==> config.mk <==
export PLATFORM = sky130hd
export DESIGN_NAME = serial_word_receiver
export DESIGN_NICKNAME = d
export VERILOG_FILES = /design/src/rtl/serial_word_receiver_pkg.sv /design/src/rtl/serial_word_receiver_rx_out_buffer.sv /design/src/rtl/serial_word_receiver.sv
export SDC_FILE = /design/constraint.sdc
export NUM_CORES = 1
export LEC_CHECK = 0
export ABC_AREA = 1
export BUFFER_PORTS_ARGS = -buffer_cell sky130_fd_sc_hd__buf_4
export CAP_MARGIN = 10
export CORE_MARGIN = 2
export CORE_UTILIZATION = 45
export CTS_CLUSTER_SIZE = 40
export DETAILED_ROUTE_END_ITERATION = 6
export PLACE_DENSITY_LB_ADDON = 0.05
export SETUP_SLACK_MARGIN = 0.15
export SYNTH_ARGS = -nofsm -noshare
export SYNTH_HDL_FRONTEND = slang
export SYNTH_SLANG_ARGS = --single-unit
==> constraint.sdc <==
create_clock -name clk -period 1.9 [get_ports clk]
set_input_delay 0.095 -clock clk [delete_from_list [all_inputs] [get_ports clk]]
set_output_delay 0.095 -clock clk [all_outputs]
set_load 0.05 [all_outputs]
==> src/rtl/serial_word_receiver_pkg.sv <==
// rtl/serial_word_receiver_pkg.sv - shared states and frame constants for the serial word receiver
package serial_word_receiver_pkg;

  localparam logic [1:0] ST_IDLE = 2'd0;
  localparam logic [1:0] ST_DATA = 2'd1;
  localparam logic [1:0] ST_STOP = 2'd2;

  // Line idles at 0, so a 1 marks a start and a 0 closes the frame.
  localparam logic START_BIT = 1'b1;
  localparam logic STOP_BIT  = 1'b0;

  typedef enum logic [1:0] {
    RX_IDLE = ST_IDLE,
    RX_DATA = ST_DATA,
    RX_STOP = ST_STOP
  } rx_state_e;

endpackage

==> src/rtl/serial_word_receiver_rx_out_buffer.sv <==
// rtl/serial_word_receiver_rx_out_buffer.sv - single-entry valid/ready word holder with overrun flag
module rx_out_buffer #(
  parameter int size = 8
) (
  input  logic            clk,
  input  logic            rst,
  input  logic            load,
  input  logic [size-1:0] load_data,
  input  logic            out_ready,
  input  logic            clr_err,
  output logic [size-1:0] data,
  output logic            valid,
  output logic            overrun
);

  logic accept;
  logic drop;

  // A load fits if the slot is empty or its word leaves on this same edge.
  assign accept = load && (!valid || out_ready);
  assign drop   = load && valid && !out_ready;

  // Holding register: load, consume, or keep; the sticky overrun favours set over clear.
  always_ff @(posedge clk) begin
    if (rst) begin
      data    <= '0;
      valid   <= 1'b0;
      overrun <= 1'b0;
    end else begin
      if (accept) begin
        data  <= load_data;
        valid <= 1'b1;
      end else if (valid && out_ready) begin
        valid <= 1'b0;
      end
      if (drop) begin
        overrun <= 1'b1;
      end else if (clr_err) begin
        overrun <= 1'b0;
      end
    end
  end

endmodule

==> src/rtl/serial_word_receiver.sv <==
// rtl/serial_word_receiver.sv - start/data/stop framed serial to parallel receiver
module serial_word_receiver
  import serial_word_receiver_pkg::*;
#(
  parameter int size = 8
) (
  input  logic            clk,
  input  logic            rst,
  input  logic            bit_en,
  input  logic            srl_in,
  input  logic            msb_first,
  input  logic            clr_err,
  output logic [size-1:0] prl_out,
  output logic            out_valid,
  input  logic            out_ready,
  output logic            busy,
  output logic            frame_err,
  output logic            overrun
);

  localparam int CW = $clog2(size);
  localparam logic [CW-1:0] LAST_BIT = CW'(size - 1);

  rx_state_e       state_q, state_d;
  logic [CW-1:0]   cnt_q, cnt_d;
  logic [size-1:0] shreg_q, shreg_d;
  logic            order_q, order_d;
  logic            busy_q;
  logic            frame_err_q;
  logic            load;
  logic            frame_set;

  // Next-state logic; nothing advances except on a bit strobe.
  always_comb begin
    state_d   = state_q;
    cnt_d     = cnt_q;
    shreg_d   = shreg_q;
    order_d   = order_q;
    load      = 1'b0;
    frame_set = 1'b0;
    if (bit_en) begin
      case (state_q)
        RX_IDLE: begin
          if (srl_in == START_BIT) begin
            state_d = RX_DATA;
            order_d = msb_first;
            cnt_d   = '0;
          end
        end
        RX_DATA: begin
          // Order is frozen at the start bit so msb_first may change mid-frame.
          if (order_q) begin
            shreg_d = {shreg_q[size-2:0], srl_in};
          end else begin
            shreg_d = {srl_in, shreg_q[size-1:1]};
          end
          if (cnt_q == LAST_BIT) begin
            cnt_d   = '0;
            state_d = RX_STOP;
          end else begin
            cnt_d = cnt_q + 1'b1;
          end
        end
        RX_STOP: begin
          state_d = RX_IDLE;
          if (srl_in == STOP_BIT) begin
            load = 1'b1;
          end else begin
            frame_set = 1'b1;
          end
        end
        default: state_d = RX_IDLE;
      endcase
    end
  end

  // State, counter, shifter, busy and sticky framing flag registers.
  always_ff @(posedge clk) begin
    if (rst) begin
      state_q     <= RX_IDLE;
      cnt_q       <= '0;
      shreg_q     <= '0;
      order_q     <= 1'b0;
      busy_q      <= 1'b0;
      frame_err_q <= 1'b0;
    end else begin
      state_q <= state_d;
      cnt_q   <= cnt_d;
      shreg_q <= shreg_d;
      order_q <= order_d;
      busy_q  <= (state_d != RX_IDLE);
      if (frame_set) begin
        frame_err_q <= 1'b1;
      end else if (clr_err) begin
        frame_err_q <= 1'b0;
      end
    end
  end

  assign busy      = busy_q;
  assign frame_err = frame_err_q;

  rx_out_buffer #(.size(size)) u_out_buffer (
    .clk       (clk),
    .rst       (rst),
    .load      (load),
    .load_data (shreg_q),
    .out_ready (out_ready),
    .clr_err   (clr_err),
    .data      (prl_out),
    .valid     (out_valid),
    .overrun   (overrun)
  );

endmodule

# [Word level (Yosys, flattened, before mapping)]
# Cells that the tools add are included.
[op_classes] mux=19 n_addsub=1 n_eq_ne=4 n_reduce_logical=16
[op_table] cell="two-way mux 1 bit" n=11
[op_table] cell="nonzero test 2 bit" n=5
[op_table] cell="two-way mux 8 bit" n=1
[op_table] cell="two-way mux 2 bit" n=3
[op_table] cell="two-way mux 3 bit" n=2
[op_table] cell="one-hot mux 3 bit (2 select lines)" n=1
[op_table] cell="AND reduction 3 bit" n=2
[op_table] cell="logical AND 1 bit" n=4
[op_table] cell="one-hot mux 2 bit (2 select lines)" n=1
[op_table] cell="adder 3 x 1 -> 3 bit (second input constant)" n=1
[op_table] cell="== test 3 bit (second input constant)" n=1
[op_table] cell="== test 2 x 1 -> 1 bit (second input constant)" n=1
[op_table] cell="== test 2 bit (second input constant)" n=1
[op_table] cell="zero test 1 bit" n=2
[op_table] cell="zero test 2 bit" n=1
[op_table] cell="inequality test 2 bit (second input constant)" n=1
[op_table] cell="AND reduction 2 bit" n=1
[op_table] cell="logical OR 1 bit" n=1
[word_totals] output_inout_bits=12 regBits=26 word_cells=49

# [Longest topological paths before layout]
# Gate-level depths: netlist of the first run.
[logic_depth] depth_word=6 depth_mapped=7 depth_no_buf=7

# [Modules after synthesis]
# A second synthesis of the first run with hierarchy kept.
[unflattened] cells_unflattened=181 area_unflattened_um2=1238.7
[modules_own_cells] mod="serial_word_receiver" n_inst=1 seq_area_each_um2=320.3 area_per_inst_um2=784.5 cells_per_inst=119
[modules_own_cells] mod="rx_out_buffer" n_inst=1 seq_area_each_um2=200.2 area_per_inst_um2=454.2 cells_per_inst=62

# [Worst setup path after synthesis of the first run]
# Ideal clock, no wire load.
[synth_timing] path_kind="register -> register" start="register u_out_buffer.valid" end="register u_out_buffer.data[7]" n_path_buf=1 arrival_ps=1193 setup_time_ps=113 stages_incl_launch_ff=7 setup_slack_ps=594 cell_sequence="dfxtp_1 -> nand2_1 -> nand3_4 -> buf_6 -> nand2_2 -> nand2_1 -> nor2_1"
[synth_between] elab_chain_cells=3
[synth_lines] item="start: declaration" line="serial_word_receiver_rx_out_buffer.sv:12" source="output logic valid,"
[synth_lines] item="start signal: assignment" line="serial_word_receiver_rx_out_buffer.sv:27" source="valid <= 1'b0;"
[synth_lines] item="start signal: assignment" line="serial_word_receiver_rx_out_buffer.sv:32" source="valid <= 1'b1;"
[synth_lines] item="start signal: assignment" line="serial_word_receiver_rx_out_buffer.sv:34" source="valid <= 1'b0;"
[synth_lines] item="zero test 1 bit" line="serial_word_receiver_rx_out_buffer.sv:20" source="assign accept = load && (!valid || out_ready);"
[synth_lines] item="logical OR 1 bit" line="serial_word_receiver_rx_out_buffer.sv:20"
[synth_lines] item="logical AND 1 bit" line="serial_word_receiver_rx_out_buffer.sv:20"
[synth_lines] item="end signal: assignment" line="serial_word_receiver_rx_out_buffer.sv:31" source="data <= load_data;"
[synth_lines] item="end: declaration" line="serial_word_receiver_rx_out_buffer.sv:11" source="output logic [size-1:0] data,"
# Every way passes these cells.
# A chain may end at the register's enable or synchronous reset.

==> summary.md, run 1 <==
| Metric | Value |
|---|---|
| Outcome | complete, no violations |
| # diodes | 0 |
| Post-synthesis sequential area ratio | 43.8% |
| Critical-path top delay cell | dlygate4sd3_1 |
| #FFs+latches synth | 26 |
| Final setup viols | 0 |
| Inserted Clock Buffers | 3 |
| Max transition margin | 60.5% |
| Largest family of logic cells by synthesized area | simple AND/OR/NAND/NOR gates |
| Final hold vios | 0 |
| VDD IR max | 0.000418 V |
| Max-cap violations | 0 |
| Residual DRC | 0 |
| Detailed Route WL | 2280 um |
| Die Ht | 55.4 um |
| I/O Buffers | 18 |
| Crit-path max cell delay | 0.54 ns |
| Largest net degree at the start of global routing | 22 |
| Reg clk slew, reported paths | 0.15 ns |
| Core Footprint | 2500 sq um |
| Filler cells | 259 |
| Post-Syn Nets | 186 |
| Global route overflow | 0 |
| Die area | 3070 sq um |
| First drt pass iteration count | 4 |
| Row cnt | 18 |
| Later-pin clock latency in the skew report | 0.32 ns |
| CTS tree | done |
| RSZ-0062 raised after global routing | false |
| LEAKAGE | a little over 0.0007 uW |
| XOR/XNOR Fraction of Synth Area | 0% |
| Crit start category | input port |
| H-tree lvl count | 1 |
| Io pins | 19 |
| Worst-Margin Slew | 0.592 ns |
| Maximum fanout along the worst path | 21 |
| CTS Root Cell | clkbuf_4 |
| Fmax | around 800 MHz |
| CP Class | input port to flop |
| Synth Instances | 177 |
| Overall Power | 951 uW |
| Reg area | 520 sq um |
| Initial antenna violation count | 0 |
| DIE WIDTH | 55.4 um |
| Via-to-Cell Ratio | between 4 and 5 |
| Area of the multi-input gates | about 540 sq um |
| Wire length per cell | 10.1 um |
| Global-route wire length before repair | 3900 um |
| Vias in the first global route | 923 |
| Share of layout cells above drive strength 1 | about 15% |
| Skew final | 0.00954 ns |
| Simple-Gate Fraction of Synth Area | 34.4% |
| Post-synthesis compound-gate area fraction | 8.84% |
| Placer congestion estimate | 0.719 |
| Via count | between 1,000 and 1,500 |
| GRT Overall Usage | approximately 16% |
| ANT nets after route | 0 |
| Fin crit share | 66.1% |
| Worst-case clock buffer depth | 2 |
| Post-synthesis mux area share | 0% |
| Initial Utilization | 47.5% |
| Critical path arrival | about 1.5 ns |
| Slew Limit Fails | 0 |
| Initial DRC count | 33 |
| Post-layout min period | 1.26 ns |
| Crit path cell chain | dlygate4sd3_1 > buf_4 > inv_1 > o21ai_0 > nor2_1 |
| Final core occ | 55.1% |
| Post-Synth Adder-Cell Area | 2.11% |
| Fin Setup TNS | 0 ns |
| Top cell type's share of synthesized area | a little over two fifths |
| Worst min-delay path class | input port to flop |
| Cell taking the most area after synthesis | dfxtp_1 |
| CP required | between 2 and 2.5 ns |
| Syn avg cell area | 6.72 sq um |
| Area delta synth->final | 15.9% |
| # nets final | 205 |
| HPWL Detailed | approximately 1700 um |
| Cell Pwr Density | 690 nW/um^2 |
| Synth area leaders | dfxtp_1 44%, nand2_1 14%, nor2_1 13% |
| Yosys warns | 0 |
| CP Capture Type | flop |
| CTS sink count | 26 |
| Unique masters post-synth | 19 |
| Synthesized area | 1190 sq um |
[synth_stat cells]
cell type	number
a21oi_1	4
buf_2	3
buf_6	1
clkbuf_1	1
clkinv_2	1
dfxtp_1	26
ha_1	2
inv_1	23
inv_2	2
nand2_1	44
nand2_2	1
nand3_1	4
nand3_4	1
nand3b_1	1
nand4_1	1
nor2_1	42
nor2_2	1
nor2_4	2
o21ai_0	17
[layout make-up]
cell class	count	area share [%]
timing repair buffer	19	10.5
multi-input combinational	120	39.1
tap	30	2.72
inverter	26	7.18
clock buffer	4	2.63
sequential	26	37.8
[cell families after synthesis]
kind of cell               after synthesis
and+or+nand+nor                         97
buffers and inverters                   31
DFF                                     26
AOI/OAI and AO/OA                       21
adders and majority gates                2
[cells in the final DEF (no fill, tap or decap)]
cell type	Yosys	layout
o21ai_0	17	17
nand2_2	1	1
nand3_1	4	4
nor2_2	1	1
inv_2	2	2
nand4_1	1	1
clkbuf_8	0	1
buf_4	0	18
clkbuf_4	0	3
clkinv_2	1	1
nand2_1	44	44
a21oi_1	4	4
inv_1	23	23
dfxtp_1	26	26
nand3_4	1	1
nor2_4	2	2
ha_1	2	2
nand3b_1	1	1
dlygate4sd3_1	0	1
nor2_1	42	42
[sequential cells by signal, summed over array words and instances (netlist names)]
signal / flops
shreg_q: 8
u_out_buffer.data: 8
cnt_q: 3
state_q: 2
busy: 1
frame_err: 1
order_q: 1
u_out_buffer.overrun: 1
u_out_buffer.valid: 1
[final timing paths]
path	startpoint	slack [ns]	end	cells after the start
worst min-delay path	clr_err	0.02	u_out_buffer.overrun	4
worst max-delay path	rst	0.64	shreg_q[7]	5
worst min register to register	u_out_buffer.overrun	0.47	u_out_buffer.overrun	2
worst max register to register	cnt_q[0]	0.73	busy	6
[report_power, final]
part,switching [uW],total (uW),internal (uW)
clock network,167,284,117
registers,17.5,580,562
logic,54.0,87.4,33.4
total,238,951,713
[timing repair]
action                                 4_1_cts  5_1_grt
endpoints found under the hold margin        4        0
resized for setup                            0        0
setup buffers                                0        0
hold buffers                                 1        0
[per-stage QoR]
stage / hold WS [ns] / instances / cell area [sq um] / setup slack, ns
after floorplan: 0.164 / 177 / 1190 / 0.594
after global placement: 0.295 / 220 / 1330 / 0.752
after detailed placement: 0.294 / 220 / 1330 / 0.762
after CTS: 0.00882 / 225 / 1380 / 0.623
after global routing: 0.0295 / 225 / 1380 / 0.498
final: 0.0155 / 225 / 1380 / 0.645
[worst max-delay path, delay by kind of cell]
| kind | cells | cell delay (ns) |
|---|---|---|
| buffers and inverters | 3 | 1.13 |
| AO/OA/AOI/OAI | 1 | 0.19 |
| AND/OR/NAND/NOR | 1 | 0.11 |
[per-layer routing]
layer	vias up	track usage (%)	part of all wire, %
met5	-	0	0
met4	0	5.92	1.3
met3	4	2.34	4.9
met2	28	25.5	46
met1	461	20.5	48
li1	573	-	-
Power figures use the tool's default switching activity.
==> run 2: changes to the inputs <==
Clock period 1.9 ns to 1.31 ns, I/O delays scaled along.
==> run 2 against run 1 <==
Worst setup slack got worse by 0.43 ns. Sequential share of layout area decreased by 1.2 points. Global-route usage increased by 0.34 points. Non-clock buffer count increased by 4. Wire length increased by 3.1%. Largest power group unchanged.
==> summary.md, run 2 (synthesis results as in run 1) <==
| Metric | Value |
|---|---|
| Reg2reg start | cnt_q[1] |
| Worst hold stages | 3 |
| Worst hold endpoint | order_q |
| CP Capture Type | flop |
| Initial DRC count | 28 |
| Maximum fanout along the worst path | 2 |
| Hold Path Origin | msb_first |
| Max transition margin | a little over four fifths |
| I/O Buffers | 18 |
| Global-route wire length before repair | 4030 um |
| Inserted Clock Buffers | 3 |
| Initial antenna violation count | 0 |
| Pre-CTS setup slack | 0.168 ns |
| First drt pass iteration count | 4 |
| # diodes | 0 |
| Wire length per cell | between 10 and 15 um |
| Leading cell type in the layout, fill and taps excluded | nand2_1 |
| Initial Utilization | a little under half |
| Global route overflow | 0 |
| Skew final | 0.00202 ns |
| Slew Limit Fails | 0 |
| Overall Power | 1320 uW |
| Worst-Margin Slew | around 0.23 ns |
| DIE WIDTH | approximately 55 um |
| Via-to-Cell Ratio | 4.66 |
| Most frequent cells in the layout | 43 x nand2_1, 41 x nor2_1, 23 x inv_1 |
| Detailed Route WL | 2350 um |
| # nets final | 209 |
| Top cell by count, worst path | nand2_1 |
| Final setup viols | 0 |
| Reg clk slew, reported paths | 0.13 ns |
| LEAKAGE | 0.000720 uW |
| Area delta synth->final | 20.8% |
| CP Class | flop to flop |
| Outcome | complete, no violations |
| Crit-path max cell delay | ~0.36 ns |
| Die area | 3070 sq um |
| Later-pin clock latency in the skew report | 0.31 ns |
| Crit start category | flop |
| Final Cell Area | 1440 sq um |
| Fin crit share | 83.8% |
| CP required | 1.56 ns |
| Worst min-delay path class | input port to flop |
| Filler cells | 254 |
| Via count | 1,063 |
| Post-layout min period | 1.10 ns |
| ANT nets after route | 0 |
| DP Area | 1350 sq um |
| Max-cap violations | 0 |
| Die Ht | 55.4 um |
| Crit path cell chain | ha_4 > ha_4 > nor2_2 > nand2_1 > nand2_1 > nand2_1 > nor2_1 |
| Top flop regs | shreg_q x8, u_out_buffer.data x8, cnt_q x3 |
| CTS Root Cell | clkbuf_4 |
| Register-to-register setup slack | 0.21 ns |
| Residual DRC | 0 |
| Post-route setup slack | 0.212 ns |
| Fin Setup TNS | 0 ns |
| Core Footprint | ~2500 sq um |
| Cell Pwr Density | around 920 nW/um^2 |
| Critical-path top delay cell | dfxtp_1 |
| Largest net degree at the start of global routing | 22 |
| Critical path arrival | 1.35 ns |
| CTS tree | done |
| H-tree lvl count | 1 |
| Share of layout cells above drive strength 1 | around a fifth |
| Vias in the first global route | 980 |
| Fmax | 911 MHz |
| CTS sink count | 26 |
| RSZ-0062 raised after global routing | true |
| R2R depth | 7 |
| GRT Overall Usage | 15.9% |
| Hold slack | 0.0245 ns |
| Placer congestion estimate | 0.725 |
| Worst-case clock buffer depth | 2 |
| VDD IR max | 0.000623 V |
| Io pins | 19 |
| HPWL Detailed | 1650 um |
| Final hold vios | 0 |
| Row cnt | 18 |
| FF-to-FF End | cnt_q[0] |
==> run 2: cell count changes in the layout (fill, tap and decap cells not counted), sizes merged <==
| cell | change |
|---|---|
| buf | +3 |
| clkbuf | -1 |
| dlygate4sd3 | +1 |
==> run 2: worst max-delay path by stage <==
| stage | cells past startpoint | slack [ns] | endpoint | startpoint |
|---|---|---|---|---|
| 5_1_grt | 7 | 0.12 | cnt_q[0] | cnt_q[1] |
| 3_5_place_dp | 6 | 0.17 | busy | cnt_q[0] |
| 3_3_place_gp | 6 | 0.19 | busy | cnt_q[0] |
| 6_report | 7 | 0.21 | cnt_q[0] | cnt_q[1] |
| 2_1_floorplan | 6 | 0.20 | u_out_buffer.data[7] | u_out_buffer.valid |
| 4_1_cts | 7 | 0.16 | cnt_q[0] | cnt_q[0] |
==> run 2: where the power goes <==
part           switching, uW  internal [uW]  leakage, uW  total (uW)
logic                   87.9           60.8     0.000494         149
clock network            219            107    0.0000138         326
registers               24.4            816     0.000213         841
total                    331            984     0.000720        1320
==> run 2: timing repair <==
action | CTS | global route
gates cloned | 0 | 0
hold buffers | 2 | 0
setup endpoints to repair | 1 | 22
endpoints found under the hold margin | 4 | 0
pin swaps | 0 | 2
resized for setup | 1 | 10
setup buffers | 0 | 1
==> run 2: cell type report <==
type,instances,area [sq um],area share (%)
clock buffer,3,22.5,1.57
sequential,26,526,36.6
inverter,26,98.8,6.88
multi-input combinational,120,574,40.0
timing repair buffer,23,178,12.4
tap,30,37.5,2.61
==> run 2: critical path: cells and delay by family, from the launching register on <==
kind | cells | cell delay [ns]
flops | 1 | 0.36
fa+ha+maj | 2 | 0.33
simple gates | 5 | 0.35
==> run 2: layer usage <==
layer / global-route usage, % / share of wire (%)
met1: 20.9 / 50
met2: 26.7 / 47
met3: 2.11 / 2.9
met4: 5.23 / 0.77
met5: 0 / 0
==> run 2: stage by stage <==
step	util (%)	std cells
after floorplan	-	177
after global placement	53.9	222
after detailed placement	53.9	222
after CTS	55.7	227
after global routing	57.5	228
final	57.5	228
==> run 3: changes to the inputs <==
Settings changed: ABC_AREA 1 to 0.
Clock period 1.31 ns to 0.95 ns, I/O delays scaled along.
==> run 3 against run 2 <==
The flow now finishes with violations (setup timing). Synthesized cell count shrank 32%. Sequential power is 36% higher. Global-route usage grew 0.069 points. Combinational power is 79% higher. Critical path type unchanged. Largest power group unchanged.
==> summary.md, run 3 <==
| Metric | Value |
|---|---|
| Outcome | complete, but fails checks |
| Failing checks | setup timing |
| Final setup viols | 25 |
| RSZ-0062 raised after global routing | true |
| Top flop regs | shreg_q x8, u_out_buffer.data x8, cnt_q x3 |
| CTS Root Cell | clkbuf_4 |
| CP required | 1.21 ns |
| Slew Limit Fails | 0 |
| Crit path buf inv count | 1 |
| Leading cell type in the layout, fill and taps excluded | nand2b_1 |
| Share of layout cells above drive strength 1 | 51.6% |
| Area delta synth->final | 48.1% |
| # diodes | 0 |
| First drt pass iteration count | 4 |
| Worst-case clock buffer depth | 2 |
| Global route overflow | 0 |
| ANT nets after route | 0 |
| Vias in the first global route | between 900 and 1,000 |
| VDD IR max | 0.00103 V |
| Critical path arrival | 1.40 ns |
| GRT Overall Usage | 15.9% |
| Synth top cells by count | 26 x dfxtp_1, 20 x nand2b_1, 17 x mux2i_1, 12 x nor2_1, 8 x a21oi_1 |
| Max transition margin | 76.7% |
| Syn avg cell area | between 10 and 15 sq um |
| Fin crit share | 120% |
| Crit start category | flop |
| Global-route wire length before repair | around 4000 um |
| DP Area | between 1500 and 2000 sq um |
| Top cell type's share of synthesized area | 43.0% |
| #FFs+latches synth | 26 |
| Skew final | 0.00235 ns |
| HPWL Detailed | 1520 um |
| Cell Pwr Density | 1100 nW/um^2 |
| Unique masters post-synth | 24 |
| Synth Instances | 121 |
| Worst min-delay path class | input port to flop |
| Crit path cell chain | nor2b_4 > and4b_1 > buf_12 > mux2i_1 |
| # nets final | about 170 |
| Post-synth EDFFs | 0 |
| Post-route setup slack | -0.190 ns |
| Register-to-register setup slack | -0.19 ns |
| Io pins | 19 |
| Inserted Clock Buffers | 3 |
| Initial antenna violation count | 0 |
| Cell taking the most area after synthesis | dfxtp_1 |
| Crit-path max cell delay | 0.37 ns |
| LEAKAGE | 0.000638 uW |
| Post-layout min period | roughly 1.1 ns |
| Pre-CTS setup slack | -0.173 ns |
| Max-cap violations | 0 |
| Via count | 952 |
| CP Class | flop to flop |
| Initial Utilization | 48.0% |
| Final hold vios | 0 |
| Yosys warns | 0 |
| Wire length per cell | 12.9 um |
| Worst-Margin Slew | about 0.35 ns |
| CTS tree | done |
| Die area | 3120 sq um |
| Row cnt | 18 |
| Placer congestion estimate | roughly 0.76 |
| Synth area leaders | dfxtp_1 43%, mux2i_1 14%, nand2b_1 10% |
| Delay-heaviest family, CP | simple AND/OR/NAND/NOR gates |
| Residual DRC | 0 |
| H-tree lvl count | 1 |
| Die Ht | 55.9 um |
| Later-pin clock latency in the skew report | approximately 0.32 ns |
| DIE WIDTH | 55.9 um |
| Post-Syn Nets | 130 |
| Final Cell Area | 1790 sq um |
| Synthesized area | 1210 sq um |
| CP Capture Type | flop |
| CTS sink count | 26 |
| Initial DRC count | 15 |
| Reg clk slew, reported paths | 0.14 ns |
| Detailed Route WL | between 2000 and 2500 um |
| Fmax | 877 MHz |
| Final core occ | 71.1% |
| Maximum fanout along the worst path | 8 |
| Critical-path top delay cell | dfxtp_4 |
| I/O Buffers | 18 |
| Main synth FF type | dfxtp_1 |
| Post-synthesis sequential area ratio | 43.0% |
| Via-to-Cell Ratio | 5.15 |
| Top-count cell post-synth | dfxtp_1 |
| Largest net degree at the start of global routing | 35 |
| Core Footprint | between 2000 and 3000 sq um |
| Async S/R FF share, synth | 0% |
| Most frequent cells in the layout | 19 x nand2b_1, 17 x mux2i_1, 17 x buf_4 |
==> run 3: per-stage QoR <==
step           power (uW)  instances  setup TNS [ns]  hold slack (ns)
2_1_floorplan        1330        121           -3.11            0.195
6_report             1980        185           -3.55           0.0624
4_1_cts              1990        183           -3.69           0.0440
3_3_place_gp         1400        170           -2.31            0.288
3_5_place_dp         1400        170           -2.70            0.306
5_1_grt              2080        185           -4.73           0.0605
==> run 3: cell families (layout without fill, tap and decap cells) <==
family          after synthesis  count (layout)  synth area share (%)
simple gates                 44              44                  22.5
flops                        26              26                  43.0
compound gates               22              22                  12.0
mux                          17              17                  14.0
buf+inv                      10              44                  6.40
fa+ha+maj                     2               2                  2.07
==> run 3: cell type report <==
class	instances	area, sq um
timing repair buffer	40	448
tap	30	37.5
multi-input combinational	85	726
sequential	26	547
clock buffer	4	36.3
fill	192	728
==> run 3: what timing repair did <==
action                                  4_1_cts  5_1_grt
pin swaps                                     6        3
buffers inserted                              7        2
hold buffers                                  2        0
resized for setup                            41        3
hold endpoints to repair                      3        0
endpoints found under the setup margin       38       38
==> run 3: metal layers <==
| metal | global-route usage, % | vias to the layer above | wire length [um] |
|---|---|---|---|
| li1 | - | 493 | - |
| met1 | 22.0 | 439 | 1220 |
| met2 | 24.3 | 16 | 1070 |
| met3 | 2.56 | 4 | 63 |
| met4 | 7.48 | 0 | 27 |
| met5 | 0 | - | 0 |
==> run 3: worst paths after layout <==
check,startpoint,end,cells past startpoint
min reg2reg,cnt_q[1],cnt_q[1],2
max,u_out_buffer.valid,u_out_buffer.data[5],4
min,bit_en,cnt_q[1],3
max reg2reg,u_out_buffer.valid,u_out_buffer.data[5],4
==> run 3: report_power, final <==
part / switching, uW / internal, uW
Sequential: 28.7 / 1110
Combinational: 129 / 137
Clock: 336 / 235
Total: 494 / 1480
==> run 3: tightest hold or removal path: stages <==
cell and delay, ns:
buf_4 0.16, nand4b_1 0.10, a21oi_1 0.05
